==> src/rtl/polyplay_pkg.sv <==
// Shared types and constants for the PolyPlay ROM loader.
package polyplay_pkg;

  typedef enum logic [2:0] {
    ST_IDLE,
    ST_LOAD,
    ST_DRAIN,
    ST_HOLD,
    ST_RUN
  } ldr_state_t;

  localparam logic [7:0] IDX_ROM = 8'd0;
  localparam logic [7:0] IDX_TNO = 8'd1;

endpackage

==> src/rtl/polyplay_rom_loader_sync_fifo.sv <==
// Small synchronous FIFO. Exposes the head entry and the entry behind it so
// the consumer can present the next word in the same cycle the head retires.
module sync_fifo #(
  parameter int WIDTH = 24,
  parameter int DEPTH = 4
) (
  input  logic                   clk,
  input  logic                   rst,
  input  logic                   push_i,
  input  logic                   pop_i,
  input  logic [WIDTH-1:0]       wr_data_i,
  output logic [WIDTH-1:0]       head_o,
  output logic [WIDTH-1:0]       next_o,
  output logic                   full_o,
  output logic                   empty_o,
  output logic [$clog2(DEPTH):0] count_o
);

  localparam int AW = $clog2(DEPTH);
  localparam logic [AW:0] FULL_CNT = (AW + 1)'(DEPTH);

  logic [WIDTH-1:0] mem_q [DEPTH];
  logic [AW-1:0]    rd_q, rd_d, wr_q, wr_d, rd_nx;
  logic [AW:0]      cnt_q, cnt_d;
  logic             do_push, do_pop;

  // Pop only real entries; a push on full is legal only alongside a pop.
  assign do_pop  = pop_i && (cnt_q != '0);
  assign do_push = push_i && ((cnt_q != FULL_CNT) || do_pop);

  assign rd_nx   = rd_q + AW'(1);
  assign head_o  = mem_q[rd_q];
  assign next_o  = mem_q[rd_nx];
  assign full_o  = (cnt_q == FULL_CNT);
  assign empty_o = (cnt_q == '0);
  assign count_o = cnt_q;

  // Pointer and occupancy next-state; depth is a power of two so pointers wrap.
  always_comb begin
    rd_d  = rd_q + AW'(do_pop);
    wr_d  = wr_q + AW'(do_push);
    cnt_d = cnt_q + (AW + 1)'(do_push) - (AW + 1)'(do_pop);
  end

  // Control state: pointers and count are cleared by reset.
  always_ff @(posedge clk) begin
    if (rst) begin
      rd_q  <= '0;
      wr_q  <= '0;
      cnt_q <= '0;
    end else begin
      rd_q  <= rd_d;
      wr_q  <= wr_d;
      cnt_q <= cnt_d;
    end
  end

  // Storage array; contents are don't-care until written.
  always_ff @(posedge clk) begin
    if (do_push) mem_q[wr_q] <= wr_data_i;
  end

endmodule

==> src/rtl/polyplay_rom_loader.sv <==
// Stages hps_io ioctl downloads into the PolyPlay core download port:
// decodes the index, buffers ROM bytes, handshakes them into the core,
// holds the core in reset while loading and reports length/checksum/errors.
module polyplay_rom_loader
  import polyplay_pkg::*;
#(
  parameter int          ADDR_W     = 16,
  parameter int unsigned ROM_MAX    = 32'h0000_FFFF,
  parameter int          FIFO_DEPTH = 4,
  parameter int          HOLD_CYC   = 16
) (
  input  logic              clk_sys,
  input  logic              reset,
  input  logic              ioctl_download,
  input  logic [7:0]        ioctl_index,
  input  logic              ioctl_wr,
  input  logic [24:0]       ioctl_addr,
  input  logic [7:0]        ioctl_dout,
  output logic              ioctl_wait,
  output logic [ADDR_W-1:0] dn_addr,
  output logic [7:0]        dn_data,
  output logic              dn_wr,
  input  logic              dn_ready,
  output logic [7:0]        tno,
  output logic              core_reset,
  output logic [ADDR_W:0]   rom_len,
  output logic [15:0]       rom_sum,
  output logic              rom_valid,
  output logic              err_range
);

  localparam int CW = $clog2(FIFO_DEPTH) + 1;
  localparam int HW = $clog2(HOLD_CYC + 2);
  localparam int FW = ADDR_W + 8;
  localparam logic [CW-1:0] WAIT_LVL = CW'(FIFO_DEPTH - 1);
  localparam logic [HW-1:0] HOLD_LD  = HW'(HOLD_CYC);

  ldr_state_t      state_q, state_d;
  logic [HW-1:0]   hold_q, hold_d;
  logic [ADDR_W:0] len_q, len_d;
  logic [15:0]     sum_q, sum_d;
  logic            valid_q, valid_d;
  logic            err_q, err_d;
  logic [7:0]      tno_q, tno_d;
  logic            wait_q, wait_d;
  logic            dn_wr_q, dn_wr_d;
  logic [ADDR_W-1:0] dn_addr_q;
  logic [7:0]      dn_data_q;
  logic            dn_load;
  logic [FW-1:0]   load_word;

  logic            f_push, f_pop, f_full, f_empty;
  logic [FW-1:0]   f_head, f_next;
  logic [CW-1:0]   f_count, cnt_nxt;

  logic            rom_start, rom_wr, addr_oor;

  assign rom_start = ioctl_download && (ioctl_index == IDX_ROM);
  assign rom_wr    = ioctl_wr && (ioctl_index == IDX_ROM);
  assign addr_oor  = {7'd0, ioctl_addr} > ROM_MAX;

  // The head entry stays in the FIFO until the core takes it.
  assign f_pop = dn_wr_q && dn_ready;

  sync_fifo #(
    .WIDTH (FW),
    .DEPTH (FIFO_DEPTH)
  ) u_fifo (
    .clk       (clk_sys),
    .rst       (reset),
    .push_i    (f_push),
    .pop_i     (f_pop),
    .wr_data_i ({ioctl_addr[ADDR_W-1:0], ioctl_dout}),
    .head_o    (f_head),
    .next_o    (f_next),
    .full_o    (f_full),
    .empty_o   (f_empty),
    .count_o   (f_count)
  );

  // FSM next-state plus length/checksum/error bookkeeping for ROM bytes.
  always_comb begin
    state_d = state_q;
    hold_d  = hold_q;
    len_d   = len_q;
    sum_d   = sum_q;
    valid_d = valid_q;
    err_d   = err_q;
    f_push  = 1'b0;
    unique case (state_q)
      ST_IDLE, ST_RUN: begin
        if (rom_start) begin
          state_d = ST_LOAD;
          len_d   = '0;
          sum_d   = '0;
          valid_d = 1'b0;
          err_d   = 1'b0;
        end else if (state_q == ST_IDLE) begin
          if (hold_q <= HW'(1)) state_d = ST_RUN;
          else                  hold_d  = hold_q - HW'(1);
        end
      end
      ST_LOAD: begin
        if (rom_wr) begin
          if (addr_oor || (f_full && !f_pop)) begin
            err_d = 1'b1;
          end else begin
            f_push = 1'b1;
            len_d  = len_q + (ADDR_W + 1)'(1);
            sum_d  = sum_q + {8'd0, ioctl_dout};
          end
        end
        if (!ioctl_download) state_d = ST_DRAIN;
      end
      ST_DRAIN: begin
        if (f_empty && !dn_wr_q) begin
          state_d = ST_HOLD;
          hold_d  = HOLD_LD;
          valid_d = !err_q;
        end
      end
      ST_HOLD: begin
        if (hold_q <= HW'(1)) state_d = ST_RUN;
        else                  hold_d  = hold_q - HW'(1);
      end
      default: state_d = ST_IDLE;
    endcase
  end

  // Title number latch, back-pressure level and core-port presentation.
  always_comb begin
    tno_d     = (ioctl_wr && (ioctl_index == IDX_TNO)) ? ioctl_dout : tno_q;
    cnt_nxt   = f_count + CW'(f_push) - CW'(f_pop);
    wait_d    = (cnt_nxt >= WAIT_LVL);
    dn_wr_d   = dn_wr_q;
    dn_load   = 1'b0;
    load_word = f_head;
    if (!dn_wr_q) begin
      if (!f_empty) begin
        dn_load = 1'b1;
        dn_wr_d = 1'b1;
      end
    end else if (dn_ready) begin
      if (f_count >= CW'(2)) begin
        dn_load   = 1'b1;
        load_word = f_next;
        dn_wr_d   = 1'b1;
      end else begin
        dn_wr_d = 1'b0;
      end
    end
  end

  // Control registers with synchronous reset.
  always_ff @(posedge clk_sys) begin
    if (reset) begin
      state_q <= ST_IDLE;
      hold_q  <= HOLD_LD;
      len_q   <= '0;
      sum_q   <= '0;
      valid_q <= 1'b0;
      err_q   <= 1'b0;
      tno_q   <= '0;
      wait_q  <= 1'b0;
      dn_wr_q <= 1'b0;
    end else begin
      state_q <= state_d;
      hold_q  <= hold_d;
      len_q   <= len_d;
      sum_q   <= sum_d;
      valid_q <= valid_d;
      err_q   <= err_d;
      tno_q   <= tno_d;
      wait_q  <= wait_d;
      dn_wr_q <= dn_wr_d;
    end
  end

  // Core address/data register; only meaningful while dn_wr is high.
  always_ff @(posedge clk_sys) begin
    if (dn_load) {dn_addr_q, dn_data_q} <= load_word;
  end

  assign ioctl_wait = wait_q;
  assign dn_addr    = dn_addr_q;
  assign dn_data    = dn_data_q;
  assign dn_wr      = dn_wr_q;
  assign tno        = tno_q;
  assign core_reset = (state_q != ST_RUN);
  assign rom_len    = len_q;
  assign rom_sum    = sum_q;
  assign rom_valid  = valid_q;
  assign err_range  = err_q;

endmodule

==> config.mk <==
export PLATFORM = sky130hd
export DESIGN_NAME = polyplay_rom_loader
export DESIGN_NICKNAME = d
export VERILOG_FILES = /design/src/rtl/polyplay_pkg.sv /design/src/rtl/polyplay_rom_loader_sync_fifo.sv /design/src/rtl/polyplay_rom_loader.sv
export SDC_FILE = /design/constraint.sdc
export NUM_CORES = 1
export LEC_CHECK = 0
export ABC_AREA = 1
export BUFFER_PORTS_ARGS = -buffer_cell sky130_fd_sc_hd__clkbuf_2
export CAP_MARGIN = 20
export CORE_ASPECT_RATIO = 0.7
export CORE_MARGIN = 5
export CORE_UTILIZATION = 35
export DETAILED_ROUTE_END_ITERATION = 16
export HOLD_SLACK_MARGIN = 0.03
export PLACE_DENSITY_LB_ADDON = 0.08
export SETUP_SLACK_MARGIN = 0.5
export SLEW_MARGIN = 20
export SYNTH_ARGS = -nofsm -noshare
export SYNTH_HDL_FRONTEND = slang
export SYNTH_SLANG_ARGS = --single-unit
==> constraint.sdc <==
create_clock -name clk_sys -period 7.2 [get_ports clk_sys]
set_clock_uncertainty 0.1 [all_clocks]
set_input_delay 0.36 -clock clk_sys [delete_from_list [all_inputs] [get_ports clk_sys]]
set_output_delay 0.36 -clock clk_sys [all_outputs]
set_load 0.02 [all_outputs]
==> load_flow_metrics.sql <==
INSERT INTO impl_metrics (metric_group, metric, value, unit) VALUES
('run_status', 'run_status', 'finished clean', ''),
('power_and_ir_drop', 'cellPowerDensity', '220.1', 'nW/µm²'),
('worst_setup_path', 'critical_path_type', 'flop to flop', ''),
('timing', 'final.hold.worst_slack', '53.14', 'ps'),
('yosys', 'yosysSeqAreaShare', '53.26', '%'),
('routing', 'met3WireLength', '885', 'µm'),
('clocking', 'root_buffer_master', 'sky130_fd_sc_hd__clkbuf_16', ''),
('timing', 'report.final.hold_viol_count', '0', ''),
('global_route', 'grt_pass1_wl', '37780', 'µm'),
('routing', 'drcViolationCount', '0', ''),
('routing', 'post_drt_wl_per_cell', '16.12', 'µm'),
('floorplanning', 'die_height', '144.3', 'µm'),
('hold_path', 'hold_class', 'primary input to flop', ''),
('global_route', 'antenna_found_initial', '1', ''),
('routing', 'detail_route.wirelength.met1', '12770', 'µm'),
('cells_and_area', 'areaGrowthSynthToFinish', '16.48', '%'),
('hold_path', 'whs_path_depth', '1', ''),
('clocking', 'cts_tree', 'built', ''),
('worst_setup_path', 'reg2reg_slack', '4280', 'ps'),
('cells_and_area', 'antenna_cells', '0', ''),
('power_and_ir_drop', 'power.sequential.fraction', '48.7', '%'),
('yosys', 'synth-edff-count', '120', ''),
('worst_setup_path', 'regToRegStartpoint', 'state_q[0]', ''),
('floorplanning', 'die_w', '201.9', 'µm'),
('routing', 'detail-route-antenna-nets', '0', ''),
('timing', 'timing.final.setup_violations', '0', ''),
('yosys', 'post_synth_inst_count', '1050', ''),
('clocking', 'ctsResizeCount', '0', ''),
('power_and_ir_drop', 'worst_ir_drop_vdd', '0.1662', 'mV'),
('yosys', 'number_of_distinct_library_cell_variants_in_the_gate_level_netlist_after_synthesis', '40', ''),
('power_and_ir_drop', 'clock_power_share', '43.9', '%'),
('timing', 'final.min_clock_period', '2916', 'ps'),
('clocking', 'cts.sink_count', '180', ''),
('yosys', 'post_synth_instance_area', '9021', 'µm²'),
('yosys', 'synth.net_count', '1117', ''),
('placed_design', 'finalWeightedCongestion', '0.8025', ''),
('cells_and_area', 'final_cell_count_no_fill', '1489', ''),
('routing', 'drt_pass_1_iters', '5', ''),
('yosys', 'synth.avg_cell_area', '8.592', 'µm²'),
('floorplanning', 'coreArea', '25570', 'µm²'),
('timing', 'fmax', '0.3430', 'GHz'),
('global_route', 'grt_overflow', '0', ''),
('placed_design', 'placed_cells_incl_taps', '1457', ''),
('clocking', 'num_cts_buffers', '17', ''),
('power_and_ir_drop', 'share_comb_of_total_power', '7.4', '%'),
('hold_path', 'hold_path_startpoint', 'ioctl_addr[11]', ''),
('routing', 'via_count', '7332', ''),
('worst_setup_path', 'critical_path_required', '7460', 'ps'),
('flow_run', 'drv_cap', '0', ''),
('routing', 'vias_per_cell', '4.924', ''),
('floorplanning', 'rows', '49', ''),
('worst_setup_path', 'worst_setup_path_start_kind', 'flop', ''),
('worst_setup_path', 'critPathCaptureType', 'flop', ''),
('routing', 'met2_wirelength', '10170', 'µm'),
('placed_design', 'port_buffers', '115', ''),
('timing', 'final.setup.tns', '0', 'ps'),
('hold_path', 'min_delay_worst_endpoint', 'u_fifo.mem_q[2][19]', ''),
('power_and_ir_drop', 'switch_share', '23.08', '%'),
('cells_and_area', 'layout-drive-gt1-share', '15.20', '%'),
('clocking', 'htree_num_levels', '4', ''),
('routing', 'top_layer_used', 'met5', ''),
('cells_and_area', 'final_cell_area', '10510', 'µm²'),
('yosys', 'synth.yosys.warnings', '0', ''),
('routing', 'detailedRoute.firstIterationViolations', '346', ''),
('timing', 'finalMaxSlewViolations', '0', ''),
('placed_design', 'detailed_place.area', '9872', 'µm²'),
('clocking', 'hold_buffers', '0', ''),
('timing', 'slew-limit-headroom', '31.94', '%'),
('floorplanning', 'design.die.area', '29140', 'µm²'),
('worst_setup_path', 'worstPathArrival', '3170', 'ps'),
('power_and_ir_drop', 'total_switching_power', '0.5339', 'mW');
cells in the mapped netlist, drive strengths merged (18+ instances only):
cell type	instances	share of area [%]
a21oi	70	3.9
a31oi	25	1.7
buf	19	1.3
nand3	49	2.9
a211oi	24	2.0
ha	18	2.5
dfxtp	60	13
clkbuf	29	1.2
nand2	191	8.0
nor2	102	4.4
inv	155	6.4
o21ai	110	6.1
edfxtp	120	40
state kept, by name, indices dropped and copies added (netlist names), 3 cells and up:
register	count
dn_addr	16
dn_data	8
hold_q	5
rom_len	17
rom_sum	16
state_q	3
tno	8
u_fifo.count_o	3
u_fifo.mem_q	96
kinds of logic (layout without fill, tap and decap cells):
family                   after synthesis  in the layout  share of synthesized area, %
AND/OR/NAND/NOR                      377            377                         17.71
AO/OA/AOI/OAI                        263            263                         16.34
buffers and inverters                204            312                         9.043
flip-flops                           180            180                         53.26
adder cells (fa/ha/maj)               21             21                         3.162
XOR/XNOR                               5              5                        0.4854
cell type report:
cell class,instances,area [µm²]
clock buffer,21,493.0
clock inverter,11,142.6
fill,2589,15060
inverter,156,585.6
multi-input combinational,666,3422
sequential,180,4807
tap,331,414.1
timing repair buffer,124,643.1
stage by stage:
step	worst slack [ps]	util [%]
6_report	4284	41.10
5_1_grt	3938	41.10
4_1_cts	4248	41.10
3_5_place_dp	4305	38.61
3_3_place_gp	4315	38.61
2_1_floorplan	3932	-
critical path, stage by stage (launching register included):
cell	delay, ps
sky130_fd_sc_hd__dfxtp_1	390
sky130_fd_sc_hd__nand2_1	120
sky130_fd_sc_hd__nor2_4	530
sky130_fd_sc_hd__inv_1	400
sky130_fd_sc_hd__nor2_1	180
sky130_fd_sc_hd__nor2_1	90
sky130_fd_sc_hd__nand2_1	680
sky130_fd_sc_hd__o21ai_0	170
sky130_fd_sc_hd__a21oi_1	150
layout by cell type (no fill, tap or decap), types with 3 or more instances in the layout:
| cell type | Yosys | routed |
|---|---|---|
| sky130_fd_sc_hd__nand3_1 | 48 | 48 |
| sky130_fd_sc_hd__a211oi_1 | 24 | 24 |
| sky130_fd_sc_hd__a31oi_1 | 25 | 25 |
| sky130_fd_sc_hd__clkbuf_2 | 0 | 115 |
| sky130_fd_sc_hd__edfxtp_1 | 120 | 120 |
| sky130_fd_sc_hd__dfxtp_1 | 60 | 58 |
| sky130_fd_sc_hd__o22ai_1 | 15 | 15 |
| sky130_fd_sc_hd__o21ai_0 | 110 | 109 |
| sky130_fd_sc_hd__clkbuf_16 | 0 | 19 |
| sky130_fd_sc_hd__nor3_2 | 1 | 3 |
| sky130_fd_sc_hd__nor2_1 | 99 | 97 |
| sky130_fd_sc_hd__inv_1 | 151 | 152 |
| sky130_fd_sc_hd__nand2_1 | 190 | 189 |
| sky130_fd_sc_hd__a21oi_1 | 70 | 70 |
| sky130_fd_sc_hd__ha_1 | 18 | 18 |
| sky130_fd_sc_hd__buf_4 | 2 | 9 |
| sky130_fd_sc_hd__bufinv_16 | 0 | 3 |
| sky130_fd_sc_hd__fa_1 | 3 | 3 |
| sky130_fd_sc_hd__o211ai_1 | 16 | 16 |
| sky130_fd_sc_hd__nor2_2 | 1 | 3 |
| sky130_fd_sc_hd__inv_6 | 0 | 3 |
| sky130_fd_sc_hd__xnor2_1 | 4 | 4 |
| sky130_fd_sc_hd__nand4_1 | 14 | 14 |
| sky130_fd_sc_hd__nor3_1 | 10 | 8 |
| sky130_fd_sc_hd__inv_2 | 4 | 4 |
| sky130_fd_sc_hd__or2_2 | 3 | 3 |
worst max path at each step:
stage	from	endpoint	slack, ps	depth (start not counted)
floorplan	dn_wr	u_fifo.mem_q[2][0]	3930	6
global placement	state_q[0]	rom_len[3]	4320	9
detailed placement	state_q[0]	rom_len[3]	4310	9
CTS	state_q[0]	rom_len[3]	4250	9
global route	state_q[0]	rom_len[9]	3940	8
finish	state_q[0]	rom_len[9]	4280	8
routing by layer:
metal | global-route usage [%] | vias to the layer above
met5 | 0 | -
met4 | 3.379 | 2
met3 | 3.497 | 12
met2 | 24.60 | 152
met1 | 24.97 | 3420
li1 | - | 3746
power groups by stage:
stage | Clock (mW) | Sequential (mW) | Combinational, mW
after floorplan | 0 | 1.15 | 0.120
final | 1.02 | 1.13 | 0.171
after CTS | 1.04 | 1.13 | 0.174
after global routing | 1.09 | 1.13 | 0.196
after global placement | 0 | 1.15 | 0.172
after detailed placement | 0 | 1.15 | 0.173
(Power assumes the default switching activity.)
